--- config.mk ---
export PLATFORM = sky130hd
export DESIGN_NAME = sym_result_serializer_flat
export DESIGN_NICKNAME = d
export VERILOG_FILES = /design/src/rtl/sym_result_serializer_pkg.sv /design/src/rtl/sym_result_serializer_if.sv /design/src/rtl/sym_result_serializer_word_fifo.sv /design/src/rtl/sym_result_serializer.sv /design/src/flat_wrapper.sv
export SDC_FILE = /design/constraint.sdc
export NUM_CORES = 1
export LEC_CHECK = 0
export ABC_AREA = 1
export ABC_CLOCK_PERIOD_IN_PS = 5250
export BUFFER_PORTS_ARGS = -buffer_cell sky130_fd_sc_hd__buf_2
export CAP_MARGIN = 20
export CELL_PAD_IN_SITES_DETAIL_PLACEMENT = 1
export CELL_PAD_IN_SITES_GLOBAL_PLACEMENT = 1
export CORE_MARGIN = 2
export CORE_UTILIZATION = 49
export CTS_CLUSTER_DIAMETER = 200
export DETAILED_ROUTE_END_ITERATION = 10
export GPL_TIMING_DRIVEN = 0
export MAX_ROUTING_LAYER = met4
export PLACE_DENSITY_LB_ADDON = 0.25
export SYNTH_ARGS = -nofsm -noshare
export SYNTH_HDL_FRONTEND = slang
export SYNTH_SLANG_ARGS = --single-unit
--- constraint.sdc ---
create_clock -name clk -period 5.25 [get_ports clk]
set_input_delay 0.2625 -clock clk [delete_from_list [all_inputs] [get_ports clk]]
set_output_delay 0.2625 -clock clk [all_outputs]
set_load 0.01 [all_outputs]
--- src/rtl/sym_result_serializer_pkg.sv ---
// Shared lane/word types for the sym datapath drain side.
//   LANES, LANE_W, WORD_W : packing geometry (4 x 8-bit lanes in a 32-bit word)
//   lane_t, word_t, mask_t, lane_idx_t : lane byte, packed word, lane mask, lane index
//   fifo_entry_t : one buffered word plus its lane mask
//   state_t : serializer FSM states
package sym_result_serializer_pkg;

  localparam int LANES      = 4;
  localparam int LANE_W     = 8;
  localparam int WORD_W     = LANES * LANE_W;
  localparam int LANE_IDX_W = $clog2(LANES);

  typedef logic [LANE_W-1:0]     lane_t;
  typedef logic [WORD_W-1:0]     word_t;
  typedef logic [LANES-1:0]      mask_t;
  typedef logic [LANE_IDX_W-1:0] lane_idx_t;

  typedef struct packed {
    word_t word;
    mask_t mask;
  } fifo_entry_t;

  typedef enum logic {
    ST_IDLE = 1'b0,
    ST_SEND = 1'b1
  } state_t;

  // Highest-index set bit; lane 3 goes out first.
  function automatic lane_idx_t top_lane(input mask_t m);
    lane_idx_t idx;
    idx = '0;
    for (int k = 0; k < LANES; k++) begin
      if (m[k]) idx = lane_idx_t'(k);
    end
    return idx;
  endfunction

  function automatic logic single_lane(input mask_t m);
    return (m != '0) && ((m & mask_t'(m - mask_t'(1))) == '0);
  endfunction

  function automatic lane_t lane_of(input word_t w, input lane_idx_t i);
    return w[int'(i)*LANE_W +: LANE_W];
  endfunction

endpackage

--- src/rtl/sym_result_serializer_if.sv ---
// Handshake bundle of the result serializer.
//   word_valid/word/mask/word_ready : word input side (producer -> serializer)
//   out_valid/out_data/out_lane/out_last/out_ready : byte stream (serializer -> consumer)
// slave  : the serializer's view
// master : the environment's view (producer and consumer)
interface sym_result_serializer_if;
  import sym_result_serializer_pkg::*;

  logic      word_valid;
  word_t     word;
  mask_t     mask;
  logic      word_ready;
  logic      out_valid;
  lane_t     out_data;
  lane_idx_t out_lane;
  logic      out_last;
  logic      out_ready;

  modport slave (
    input  word_valid, word, mask, out_ready,
    output word_ready, out_valid, out_data, out_lane, out_last
  );

  modport master (
    output word_valid, word, mask, out_ready,
    input  word_ready, out_valid, out_data, out_lane, out_last
  );
endinterface

--- src/rtl/sym_result_serializer_word_fifo.sv ---
// Word FIFO: DEPTH entries of {word, mask}, wrap-around pointers plus count.
//   clk, rst     : clock, async active-high reset (empties the FIFO)
//   push, din    : write request and entry; ignored when full
//   pop, dout    : read request and head entry; ignored when empty
//   full, empty  : occupancy flags
module sym_result_serializer_word_fifo
  import sym_result_serializer_pkg::*;
#(
  parameter int DEPTH = 2
) (
  input  logic        clk,
  input  logic        rst,
  input  logic        push,
  input  fifo_entry_t din,
  input  logic        pop,
  output fifo_entry_t dout,
  output logic        full,
  output logic        empty
);

  localparam int AW = $clog2(DEPTH);

  fifo_entry_t   mem [DEPTH];
  logic [AW-1:0] wr_ptr;
  logic [AW-1:0] rd_ptr;
  logic [AW:0]   count;
  logic          push_ok;
  logic          pop_ok;

  assign full    = (count == (AW+1)'(DEPTH));
  assign empty   = (count == '0);
  assign push_ok = push && !full;
  assign pop_ok  = pop && !empty;
  assign dout    = mem[rd_ptr];

  always_ff @(posedge clk or posedge rst) begin
    if (rst) begin
      wr_ptr <= '0;
      rd_ptr <= '0;
      count  <= '0;
    end else begin
      if (push_ok) wr_ptr <= wr_ptr + 1'b1;
      if (pop_ok)  rd_ptr <= rd_ptr + 1'b1;
      case ({push_ok, pop_ok})
        2'b10:   count <= count + 1'b1;
        2'b01:   count <= count - 1'b1;
        default: count <= count;
      endcase
    end
  end

  always_ff @(posedge clk) begin
    if (push_ok) mem[wr_ptr] <= din;
  end

endmodule

--- src/rtl/sym_result_serializer.sv ---
// Result serializer: buffers lane-packed words and emits only the enabled
// lanes, MSB lane first, one byte per cycle on a valid/ready stream.
//   clk, rst  : clock, async active-high reset
//   bus       : word input and byte output handshakes (slave modport)
//   drop_cnt  : saturating count of words popped with an all-zero mask
//   busy      : FIFO non-empty or a word is being sent
//
// state   | meaning
// --------+---------------------------------------------------------
// ST_IDLE | no word loaded; pops the FIFO head whenever one exists
// ST_SEND | shift reg holds a word; presenting remaining enabled lanes
module sym_result_serializer
  import sym_result_serializer_pkg::*;
#(
  parameter int DEPTH = 2
) (
  input  logic                      clk,
  input  logic                      rst,
  sym_result_serializer_if.slave    bus,
  output logic [7:0]                drop_cnt,
  output logic                      busy
);

  state_t      state, state_d;
  word_t       word_q, word_d;
  mask_t       rem_q, rem_d;
  fifo_entry_t head;
  logic        fifo_full, fifo_empty;
  logic        pop, load, drop, advance, hs;
  logic        out_valid_d, out_last_d;
  lane_t       out_data_d;
  lane_idx_t   out_lane_d;

  sym_result_serializer_word_fifo #(.DEPTH(DEPTH)) u_fifo (
    .clk   (clk),
    .rst   (rst),
    .push  (bus.word_valid),
    .din   ({bus.word, bus.mask}),
    .pop   (pop),
    .dout  (head),
    .full  (fifo_full),
    .empty (fifo_empty)
  );

  assign bus.word_ready = !fifo_full;
  assign busy           = !fifo_empty || (state == ST_SEND);
  assign hs             = bus.out_valid && bus.out_ready;

  always_ff @(posedge clk or posedge rst) begin
    if (rst) state <= ST_IDLE;
    else     state <= state_d;
  end

  always_comb begin
    state_d = state;
    case (state)
      ST_IDLE: if (load) state_d = ST_SEND;
      ST_SEND: if (hs && bus.out_last && !load) state_d = ST_IDLE;
      default: state_d = ST_IDLE;
    endcase
  end

  always_comb begin
    pop     = 1'b0;
    advance = 1'b0;
    case (state)
      ST_IDLE: pop = !fifo_empty;
      ST_SEND: if (hs) begin
        // Last lane of a word chains straight into the next one (no bubble).
        if (bus.out_last) pop = !fifo_empty;
        else              advance = 1'b1;
      end
      default: ;
    endcase
    load = pop && (head.mask != '0);
    drop = pop && (head.mask == '0);

    word_d = word_q;
    rem_d  = rem_q;
    if (load) begin
      word_d = head.word;
      rem_d  = head.mask;
    end else if (advance) begin
      rem_d = rem_q & ~(mask_t'(1) << bus.out_lane);
    end else if (hs) begin
      rem_d = '0;
    end

    // Output registers are loaded with the lane that will be on the bus
    // next cycle, so they stay frozen while the consumer stalls.
    out_valid_d = (state_d == ST_SEND);
    out_lane_d  = '0;
    out_data_d  = '0;
    out_last_d  = 1'b0;
    if (out_valid_d) begin
      out_lane_d = top_lane(rem_d);
      out_data_d = lane_of(word_d, out_lane_d);
      out_last_d = single_lane(rem_d);
    end
  end

  always_ff @(posedge clk or posedge rst) begin
    if (rst) begin
      word_q        <= '0;
      rem_q         <= '0;
      bus.out_valid <= 1'b0;
      bus.out_data  <= '0;
      bus.out_lane  <= '0;
      bus.out_last  <= 1'b0;
      drop_cnt      <= '0;
    end else begin
      word_q        <= word_d;
      rem_q         <= rem_d;
      bus.out_valid <= out_valid_d;
      bus.out_data  <= out_data_d;
      bus.out_lane  <= out_lane_d;
      bus.out_last  <= out_last_d;
      if (drop && (drop_cnt != 8'hFF)) drop_cnt <= drop_cnt + 8'd1;
    end
  end

endmodule

--- src/flat_wrapper.sv ---
// flat-port wrapper written by rule: the top's interface ports become plain ports
module sym_result_serializer_flat import sym_result_serializer_pkg::*;
#(
  parameter int DEPTH = 2
)
  (clk, rst, drop_cnt, busy, bus_word_valid, bus_word, bus_mask, bus_out_ready, bus_word_ready, bus_out_valid, bus_out_data, bus_out_lane, bus_out_last);
  sym_result_serializer_if bus_i ();
  input  logic clk;
  input  logic rst;
  output logic [7:0] drop_cnt;
  output logic busy;
  input wire logic [$bits(bus_i.word_valid)-1:0] bus_word_valid;
  input wire logic [$bits(bus_i.word)-1:0] bus_word;
  input wire logic [$bits(bus_i.mask)-1:0] bus_mask;
  input wire logic [$bits(bus_i.out_ready)-1:0] bus_out_ready;
  output wire logic [$bits(bus_i.word_ready)-1:0] bus_word_ready;
  output wire logic [$bits(bus_i.out_valid)-1:0] bus_out_valid;
  output wire logic [$bits(bus_i.out_data)-1:0] bus_out_data;
  output wire logic [$bits(bus_i.out_lane)-1:0] bus_out_lane;
  output wire logic [$bits(bus_i.out_last)-1:0] bus_out_last;
  assign bus_i.word_valid = bus_word_valid;
  assign bus_i.word = bus_word;
  assign bus_i.mask = bus_mask;
  assign bus_i.out_ready = bus_out_ready;
  assign bus_word_ready = bus_i.word_ready;
  assign bus_out_valid = bus_i.out_valid;
  assign bus_out_data = bus_i.out_data;
  assign bus_out_lane = bus_i.out_lane;
  assign bus_out_last = bus_i.out_last;
  sym_result_serializer #(.DEPTH(DEPTH)) u_core (.clk(clk), .rst(rst), .bus(bus_i), .drop_cnt(drop_cnt), .busy(busy));
endmodule
==> flow_metrics.env, run 1 <==
export IMPL_drt_total_wl_um=13480
export IMPL_fin_crit_sh_pct=43.21
export IMPL_syn_inst=538
export IMPL_holdBufCountCts=0
export IMPL_cp_required_ps=5540
export IMPL_status="completed"
export IMPL_critical_path_slowest_cell="o21ai_0"
export IMPL_crit_arrival_ps=2560
export IMPL_nets=663
export IMPL_antenna_cells=0
export IMPL_p_leak_nw=3.224
export IMPL_yosys_register_bits=132
export IMPL_fin_tns_setup_ps=0
export IMPL_port_buffers=61
export IMPL_cp_depth=13
export IMPL_firstDrtPassIters=4
export IMPL_synth_top_area_share_pct=38.85
export IMPL_cp_cell_sequence="buf_6, inv_2, buf_6, nand2_2, nand2_2, nor2_4, nand2_4, nand2_8, buf_2, o21ai_0, nand3_1, nand2_1, a21oi_1"
export IMPL_viasPerCell=5.155
export IMPL_antenna_left=0
export IMPL_cts_root_buf="clkbuf_16"
export IMPL_cts_buffer_depth=2
export IMPL_dr_first_iter_drc_count=181
export IMPL_crit_path_end_kind="flip-flop"
export IMPL_r2r_end="u_core.bus.out_data[2]$_DFF_PP0_"
export IMPL_worst_path_dominant_cell_family="simple AND/OR/NAND/NOR gates"
export IMPL_num_vias=3990
export IMPL_drc=0
export IMPL_r2r_slack_ps=2980
export IMPL_final_cell_mix="nand2_1, edfxtp_1, inv_1"
export IMPL_place_gp_congestion=0.8888
export IMPL_critPathKind="flip-flop to flip-flop"
export IMPL_insertion_delay_ps=420
export IMPL_grt_start_max_net_pins=39
export IMPL_synthToLayoutAreaGrowth_pct=20.10
export IMPL_ys_seq_area_share_pct=65.83
export IMPL_slew_violations=0
export IMPL_syn_cell_area_mm2=0.005565
export IMPL_io_pins=62
export IMPL_min_period_ps=2269
export IMPL_yosys_warnings=0
export IMPL_power_total_mw=4.681
export IMPL_synth_nets=580
export IMPL_rsz0062_at_grt="false"
export IMPL_startpoint="u_core.u_fifo.rd_ptr$_DFFE_PP0P_"
export IMPL_tightest_slew_ps=892.3
export IMPL_antenna_found_initial=0
export IMPL_path_buf_inv=4
export IMPL_mostFrequentLayoutCell="nand2_1"
export IMPL_die_area_mm2=0.01223
export IMPL_post_cts_buffers=0
export IMPL_cts_resized=0
export IMPL_yosys_area_top_type="edfxtp_1"
export IMPL_overflow=0
export IMPL_peakVddDrop_mv=0.3202
export IMPL_grt_usage_pct=24.76
export IMPL_drv_cap=0
export IMPL_hp_class="primary input to flip-flop"
export IMPL_clk_pin_slew_ps=50
export IMPL_skew_ps=6.980
export IMPL_synth_avg_cell_area_um2=10.34
export IMPL_die_h_um=110.6
export IMPL_hold_start="bus_word[16]"
export IMPL_synth_area_leaders="edfxtp_1, dfrtp_1, nand2_1"
export IMPL_wl_per_cell_um=17.41
export IMPL_drive_above_1_share_pct=19.72
export IMPL_grt_pass1_wl_um=22380
export IMPL_h_tree_depth=4
export IMPL_cp_slowest_stage_delay_ps=400
export IMPL_die_width_um=110.6
export IMPL_fmax_mhz=440.8
export IMPL_hpwl_um=9209
export IMPL_finalHoldViolations=0
export IMPL_cts_buffers=17
export IMPL_core_mm2=0.01098
export IMPL_p_per_area_mw_per_mm2=700.4
export IMPL_yosysUniqueCellTypes=31
export IMPL_start_kind="flip-flop"
export IMPL_worstReg2RegStart="u_core.u_fifo.rd_ptr$_DFFE_PP0P_"
export IMPL_path_max_fanout=10
export IMPL_min_to="u_core.u_fifo.mem[1][20]$_DFFE_PP_"
export IMPL_rows=38
export IMPL_reg2reg_depth=13
export IMPL_initial_core_util_pct=50.67
export IMPL_whs_path_depth=1
export IMPL_clkSinkCount=132
export IMPL_first_global_vias=4461
export IMPL_setup_violations=0
export IMPL_relSlewSlack_pct=40.42
export IMPL_cts_tree="built"
## kinds of logic after synthesis
logic type / share of synthesized area, %
xor+xnor: 1.574
mux: 1.461
compound gates: 4.024
simple gates: 19.76
flops: 65.83
fa+ha+maj: 0.4496
buf+inv: 6.902
## layer usage
layer  vias up  GRT usage (%)  part of all wire [%]
met3        28          5.928                   4.0
met4         0          10.17                   2.4
met5         -              -                     0
li1       1888              -                     -
met2        95          43.07                    54
met1      1979          27.38                    39
## final cells by class
class | instances | area (um2)
inverter | 71 | 269.0
multi-input combinational | 318 | 1533
timing repair buffer | 64 | 387.9
sequential | 132 | 3664
tap | 140 | 175.2
clock inverter | 6 | 51.30
clock buffer | 26 | 489.2
fill | 1226 | 4299
buffer | 17 | 115.1
## state kept, by name, indices dropped and copies added (netlist names)
| register | count |
|---|---|
| u_core.drop_cnt | 8 |
| u_core.u_fifo.mem | 72 |
| u_core.u_fifo.wr_ptr | 1 |
| u_core.word_q | 32 |
| u_core.bus.out_data | 8 |
| u_core.bus.out_lane | 2 |
| u_core.bus.out_last | 1 |
| u_core.u_fifo.count | 2 |
| u_core.state | 1 |
| u_core.rem_q | 4 |
| u_core.u_fifo.rd_ptr | 1 |
## stage by stage
step	worst slack (ps)	hold WS, ps	std cells	instance area [um2]	utilization, %
3_5_place_dp	3046	453.7	742	6143	55.94
4_1_cts	3002	15.26	774	6684	60.86
5_1_grt	2833	19.28	774	6684	60.86
6_report	2981	29.47	774	6684	60.86
2_1_floorplan	2592	361.4	538	5565	-
3_3_place_gp	1722	449.6	739	6046	55.05
## synth_stat cells
cell,number
nand2_1,171
nor2_4,3
nand3_1,32
o21ai_0,17
mux2_2,1
nand4_1,3
mux2i_1,7
buf_2,5
nand2_4,3
a21oi_1,13
o211ai_1,1
inv_1,68
or3_1,1
a21boi_0,1
a21oi_2,1
edfxtp_1,72
dfrtp_1,60
ha_1,2
or2_2,3
nand2_8,1
buf_4,2
nand2_2,8
inv_4,1
inv_2,2
clkbuf_1,5
nor2_1,31
xnor2_1,5
xor2_1,5
o21a_1,2
o21ai_1,7
buf_6,5
## how the worst max path moves through the flow
stage	endpoint	slack, ps
global route	u_core.bus.out_data[2]$_DFF_PP0_	2830
detailed placement	u_core.bus.out_data[2]$_DFF_PP0_	3050
CTS	u_core.bus.out_data[2]$_DFF_PP0_	3000
floorplan	u_core.u_fifo.mem[1][0]$_DFFE_PP_	2590
global placement	u_core.u_fifo.mem[1][13]$_DFFE_PP_	1720
finish	u_core.bus.out_data[2]$_DFF_PP0_	2980
## power breakdown
| group | total (mW) | internal, mW | switching, mW |
|---|---|---|---|
| registers | 1.60 | 1.47 | 0.128 |
| logic | 2.00 | 0.644 | 1.35 |
| clock network | 1.09 | 0.682 | 0.408 |
| total | 4.68 | 2.79 | 1.89 |
No activity file was read; power rests on OpenSTA's default activity.
==> run 2, diff against run 1 <==
--- a/config.mk
+++ b/config.mk
@@ -5,14 +5,14 @@
 export SDC_FILE = /design/constraint.sdc
 export NUM_CORES = 1
 export LEC_CHECK = 0
-export ABC_AREA = 1
-export ABC_CLOCK_PERIOD_IN_PS = 5250
+export ABC_AREA = 0
+export ABC_CLOCK_PERIOD_IN_PS = 2300
 export BUFFER_PORTS_ARGS = -buffer_cell sky130_fd_sc_hd__buf_2
 export CAP_MARGIN = 20
 export CELL_PAD_IN_SITES_DETAIL_PLACEMENT = 1
 export CELL_PAD_IN_SITES_GLOBAL_PLACEMENT = 1
 export CORE_MARGIN = 2
-export CORE_UTILIZATION = 49
+export CORE_UTILIZATION = 48
 export CTS_CLUSTER_DIAMETER = 200
 export DETAILED_ROUTE_END_ITERATION = 10
 export GPL_TIMING_DRIVEN = 0
==> constraint.sdc (replaced) <==
create_clock -name clk -period 2.3 [get_ports clk]
set_input_delay 0.115 -clock clk [delete_from_list [all_inputs] [get_ports clk]]
set_output_delay 0.115 -clock clk [all_outputs]
set_load 0.01 [all_outputs]
==> flow_metrics.env, run 2 <==
export IMPL_synth_nets=416
export IMPL_cts_tree="built"
export IMPL_drc=0
export IMPL_overflow=0
export IMPL_p_comb_share_pct=37.5
export IMPL_synth_common_cells="edfxtp_1, dfrtp_1, mux2i_1"
export IMPL_reg_top3="u_core.u_fifo.mem x72, u_core.word_q x32"
export IMPL_p_sw_share_pct=35.97
export IMPL_core_mm2=0.01084
export IMPL_place_gp_congestion=0.8551
export IMPL_relSlewSlack_pct=37.48
export IMPL_critPathKind="flip-flop to flip-flop"
export IMPL_cp_required_ps=2720
export IMPL_largest_reg_flops=72
export IMPL_yosysUniqueCellTypes=48
export IMPL_die_width_um=109.6
export IMPL_clk_pin_slew_ps=60
export IMPL_yosys_register_bits=132
export IMPL_grt_pass1_wl_um=20520
export IMPL_mostFrequentLayoutCell="edfxtp_1"
export IMPL_grt_start_max_net_pins=40
export IMPL_yosys_area_top_type="edfxtp_1"
export IMPL_cts_buffer_depth=2
export IMPL_synth_avg_cell_area_um2=14.31
export IMPL_placed_area_mm2=0.005889
export IMPL_post_cts_buffers=0
export IMPL_r2r_slack_ps=50
export IMPL_dr_first_iter_drc_count=146
export IMPL_synth_top_area_share_pct=40.39
export IMPL_initial_core_util_pct=49.38
export IMPL_drive_above_1_share_pct=26.82
export IMPL_die_h_um=109.6
export IMPL_drt_total_wl_um=13040
export IMPL_hp_class="primary input to async pin"
export IMPL_fmax_mhz=443.9
export IMPL_die_area_mm2=0.01201
export IMPL_syn_inst=374
export IMPL_crit_path_end_kind="flip-flop"
export IMPL_final_cell_mix="edfxtp_1, buf_2, dfrtp_1"
export IMPL_holdWs_ps=172.5
export IMPL_skew_ps=8.989
export IMPL_syn_cell_area_mm2=0.005353
export IMPL_fin_crit_sh_pct=97.94
export IMPL_power_total_mw=10.53
export IMPL_ys_seq_area_share_pct=68.44
export IMPL_firstDrtPassIters=6
export IMPL_startpoint="u_core.bus.out_last$_DFF_PP0_"
export IMPL_final_area_mm2=0.006935
export IMPL_drv_cap=0
export IMPL_synth_edf_count=72
export IMPL_setup_violations=0
export IMPL_crit_arrival_ps=2670
export IMPL_p_switching_mw=3.789
export IMPL_layout_setup_ws_ps=47.40
export IMPL_yosysMostFrequentCell="edfxtp_1"
export IMPL_top_register="u_core.u_fifo.mem"
export IMPL_peakVddDrop_mv=0.8290
export IMPL_h_tree_depth=4
export IMPL_p_per_area_mw_per_mm2=1519
export IMPL_synth_area_leaders="edfxtp_1, dfrtp_1, mux2i_1"
export IMPL_first_global_vias=3924
export IMPL_start_kind="flip-flop"
export IMPL_p_clk_share_pct=27.3
export IMPL_wl_per_cell_um=20.15
export IMPL_clkSinkCount=132
export IMPL_status="completed"
export IMPL_worstReg2RegStart="u_core.bus.out_last$_DFF_PP0_"
export IMPL_yosys_warnings=0
export IMPL_ys_async_sr_fraction_pct=45.45
export IMPL_hpwl_um=8171
export IMPL_min_period_ps=2253
export IMPL_finalHoldViolations=0
export IMPL_cellInternalPower_mw=6.745
export IMPL_antenna_cells=0
export IMPL_dp_slack_ps=-119.2
export IMPL_antenna_left=0
export IMPL_insertion_delay_ps=530
export IMPL_io_pins=62
export IMPL_p_leak_nw=2.874
export IMPL_antenna_found_initial=0
export IMPL_port_buffers=61
export IMPL_viasPerCell=5.442
export IMPL_synthToLayoutAreaGrowth_pct=29.57
export IMPL_slew_violations=0
export IMPL_rows=38
export IMPL_grt_usage_pct=24.45
export IMPL_num_vias=3521
export IMPL_tightest_slew_ps=937.7
export IMPL_cts_root_buf="clkbuf_8"
export IMPL_cts_buffers=17
export IMPL_pwr_share_seq_pct=35.1
export IMPL_path_max_fanout=10
export IMPL_nets=536
export IMPL_ys_flop_type="edfxtp_1"
-- run 2: cell types whose count changed in the layout (fill, tap and decap cells not counted), sizes merged, moves of 21 or more --
cell         change
nor2            -21
nand2          -162
dlygate4sd3     +38
inv             -59
mux2i           +26
nand3           -24
-- run 2: path summary, 6_finish.rpt --
| kind | to | cells after the start |
|---|---|---|
| hold / removal | u_core.u_fifo.wr_ptr$_DFFE_PP0P_ | 3 |
| max in group asynchronous | u_core.bus.out_data[5]$_DFF_PP0_ | 4 |
| min in group clk | u_core.rem_q[0]$_DFF_PP0_ | 5 |
| hold reg to reg | u_core.word_q[0]$_DFF_PP0_ | 1 |
| setup reg to reg | u_core.bus.out_data[0]$_DFF_PP0_ | 9 |
| setup / recovery | u_core.bus.out_data[0]$_DFF_PP0_ | 9 |
-- run 2: cell type report --
class	instances	area, um2
Timing Repair Buffer	101	733.2
Buffer	19	123.9
Inverter	12	45.04
Clock inverter	15	212.7
Clock buffer	17	414.1
Multi-Input combinational cell	211	1567
Sequential cell	132	3665
Tap cell	140	175.2
Fill cell	1029	3905
-- run 2: metrics by stage --
| stage | TNS, ps | util (%) | std cells |
|---|---|---|---|
| after floorplan | 0 | - | 374 |
| after global placement | -23270 | 53.83 | 575 |
| after detailed placement | -422.7 | 54.33 | 577 |
| after CTS | 0 | 63.62 | 647 |
| after global routing | -6.657 | 63.98 | 647 |
| final | 0 | 63.98 | 647 |
-- run 2: cells by family after synthesis --
kind of cell	Yosys count	share of synthesized area [%]
AOI/OAI and AO/OA	90	12.13
xor gates and xnor gates	12	1.964
adders and majority gates	2	0.4674
buffers and inverters	31	3.039
DFF	132	68.44
muxes	40	7.644
and+or+nand+nor	67	6.311
-- run 2: critical path, cell delays in order (launching register included) --
cell and delay (ps):
dfrtp_2 440, a21bo_2 240, o21ai_4 140, inv_2 120
buf_4 220, a211oi_2 180, a31oi_1 110, buf_6 190
a221o_1 260, a31oi_1 220
-- run 2: power groups by stage --
stage	logic, mW	clock network (mW)	registers [mW]
after floorplan	2.57	0	3.69
after global placement	3.55	0	3.68
after detailed placement	3.75	0	3.72
after CTS	3.90	2.90	3.69
after global routing	4.28	3.02	3.78
final	3.95	2.88	3.70
-- run 2: what timing repair did --
item / 4_1_cts / 5_1_grt
gates resized for setup: 2 / 13
pin swaps: 0 / 0
endpoints found under the setup margin: 6 / 10
hold endpoints to repair: 94 / 0
hold buffers: 38 / 0
-- run 2: per-layer routing --
metal | routed length, um | track usage (%) | part of all wire, %
met4 | 188 | 8.499 | 1.4
met1 | 5621 | 29.27 | 43
met3 | 504 | 6.224 | 3.9
met2 | 6721 | 40.43 | 52
met5 | 0 | - | 0
==> run 3, diff against run 2 <==
--- a/config.mk
+++ b/config.mk
@@ -11,6 +11,7 @@
 export CAP_MARGIN = 20
 export CELL_PAD_IN_SITES_DETAIL_PLACEMENT = 1
 export CELL_PAD_IN_SITES_GLOBAL_PLACEMENT = 1
+export CORE_ASPECT_RATIO = 0.7
 export CORE_MARGIN = 2
 export CORE_UTILIZATION = 48
 export CTS_CLUSTER_DIAMETER = 200
==> flow_metrics.env, run 3 (synthesis gave the netlist of run 2 again) <==
export IMPL_status="completed"
export IMPL_wl_per_cell_um=19.95
export IMPL_drv_cap=0
export IMPL_crit_path_end_kind="flip-flop"
export IMPL_first_global_vias=3807
export IMPL_slew_violations=0
export IMPL_insertion_delay_ps=410
export IMPL_grt_start_max_net_pins=43
export IMPL_finalHoldViolations=0
export IMPL_power_total_mw=10.66
export IMPL_largest_reg_flops=72
export IMPL_p_per_area_mw_per_mm2=1524
export IMPL_num_vias=3548
export IMPL_die_area_mm2=0.01203
export IMPL_cts_buffer_depth=2
export IMPL_path_max_fanout=10
export IMPL_cts_tree="built"
export IMPL_fmax_mhz=447.7
export IMPL_top_register="u_core.u_fifo.mem"
export IMPL_port_buffers=61
export IMPL_layout_setup_ws_ps=66.12
export IMPL_critPathKind="flip-flop to flip-flop"
export IMPL_p_leak_nw=2.890
export IMPL_tightest_slew_ps=909.4
export IMPL_viasPerCell=5.360
export IMPL_dp_cells=590
export IMPL_reg_top3="u_core.u_fifo.mem x72, u_core.word_q x32"
export IMPL_clkSinkCount=132
export IMPL_clk_pin_slew_ps=50
export IMPL_antenna_found_initial=0
export IMPL_overflow=0
export IMPL_grt_pass1_wl_um=20170
export IMPL_drive_above_1_share_pct=28.09
export IMPL_core_mm2=0.01093
export IMPL_firstDrtPassIters=5
export IMPL_die_width_um=130.2
export IMPL_cp_required_ps=2610
export IMPL_dr_first_iter_drc_count=236
export IMPL_final_cell_mix="edfxtp_1, buf_2, dfrtp_1"
export IMPL_relSlewSlack_pct=39.37
export IMPL_setup_violations=0
export IMPL_die_h_um=92.35
export IMPL_fin_tns_setup_ps=0
export IMPL_start_kind="flip-flop"
export IMPL_grt_usage_pct=23.91
export IMPL_rows=32
export IMPL_io_pins=62
export IMPL_cts_root_buf="clkbuf_16"
export IMPL_grt_busiest_layer="met2"
export IMPL_crit_arrival_ps=2540
export IMPL_initial_core_util_pct=48.97
export IMPL_use_met3_pct=6.701
export IMPL_fin_cells=662
export IMPL_drt_total_wl_um=13210
export IMPL_mostFrequentLayoutCell="edfxtp_1"
export IMPL_gr_usage_met2_pct=36.21
export IMPL_antenna_left=0
export IMPL_cts_buffers=17
export IMPL_antenna_cells=0
export IMPL_synthToLayoutAreaGrowth_pct=30.74
export IMPL_nets=539
export IMPL_hpwl_um=8684
export IMPL_skew_ps=10.06
export IMPL_place_gp_congestion=0.8012
export IMPL_holdWs_ps=85.34
export IMPL_fin_crit_sh_pct=97.13
export IMPL_hp_class="primary input to flip-flop"
export IMPL_drc=0
export IMPL_peakVddDrop_mv=0.7000
export IMPL_grt_use_met1_pct=31.01
export IMPL_h_tree_depth=4
export IMPL_min_period_ps=2234
export IMPL_dp_slack_ps=-68.83
## run 3: worst paths after layout
| path | start | end | slack (ps) | depth (start not counted) |
|---|---|---|---|---|
| max | u_core.bus.out_last$_DFF_PP0_ | u_core.bus.out_data[1]$_DFF_PP0_ | 70 | 9 |
| min | bus_word_valid | u_core.u_fifo.wr_ptr$_DFFE_PP0P_ | 90 | 3 |
| max reg2reg | u_core.bus.out_last$_DFF_PP0_ | u_core.bus.out_data[1]$_DFF_PP0_ | 70 | 9 |
| min reg2reg | u_core.word_q[2]$_DFF_PP0_ | u_core.word_q[2]$_DFF_PP0_ | 490 | 1 |
| max in group asynchronous | rst | u_core.drop_cnt[4]$_DFFE_PP0P_ | 1460 | 4 |
| min in group asynchronous | rst | u_core.word_q[21]$_DFF_PP0_ | 260 | 3 |
## run 3: metrics by stage
| step | instance area [um2] | util (%) |
|---|---|---|
| 2_1_floorplan | 5355 | - |
| 3_3_place_gp | 5852 | 53.54 |
| 3_5_place_dp | 5906 | 54.03 |
| 4_1_cts | 6875 | 62.90 |
| 5_1_grt | 6998 | 64.02 |
| 6_report | 6998 | 64.02 |
## run 3: what timing repair did
item / CTS / global route
pin swaps: 0 / 2
gates resized for setup: 4 / 26
hold buffers: 37 / 0
hold endpoints to repair: 90 / 0
setup buffers: 0 / 4
setup endpoints to repair: 3 / 10
## run 3: cell type report
cell class,count,area [um2]
plain buffers,19,127.6
clock buffers,21,440.4
clock inverters,10,158.9
fillers,1040,3933
inverters,12,45.04
multi-input cells,211,1618
flip-flops and latches,132,3664
well taps,153,191.4
repair buffers,104,753.2
## run 3: metal layers
metal  part of all wire [%]  routed length [um]
met3                    4.3                 569
met5                      0                   0
met1                     46                6080
met4                    1.3                 174
met2                     48                6381
## run 3: power by group
| part | switching (mW) | internal [mW] | total [mW] |
|---|---|---|---|
| Sequential | 0.351 | 3.36 | 3.71 |
| Combinational | 2.54 | 1.64 | 4.18 |
| Clock | 0.975 | 1.80 | 2.78 |
## run 3: critical path, cell delays in order (launching register included)
cell and delay, ps:
dfrtp_1 430, a21bo_2 260, o21ai_4 150, inv_2 120, buf_4 210, a211oi_2 220, a31oi_2 100, buf_6 190
a221o_1 260, a31oi_1 200
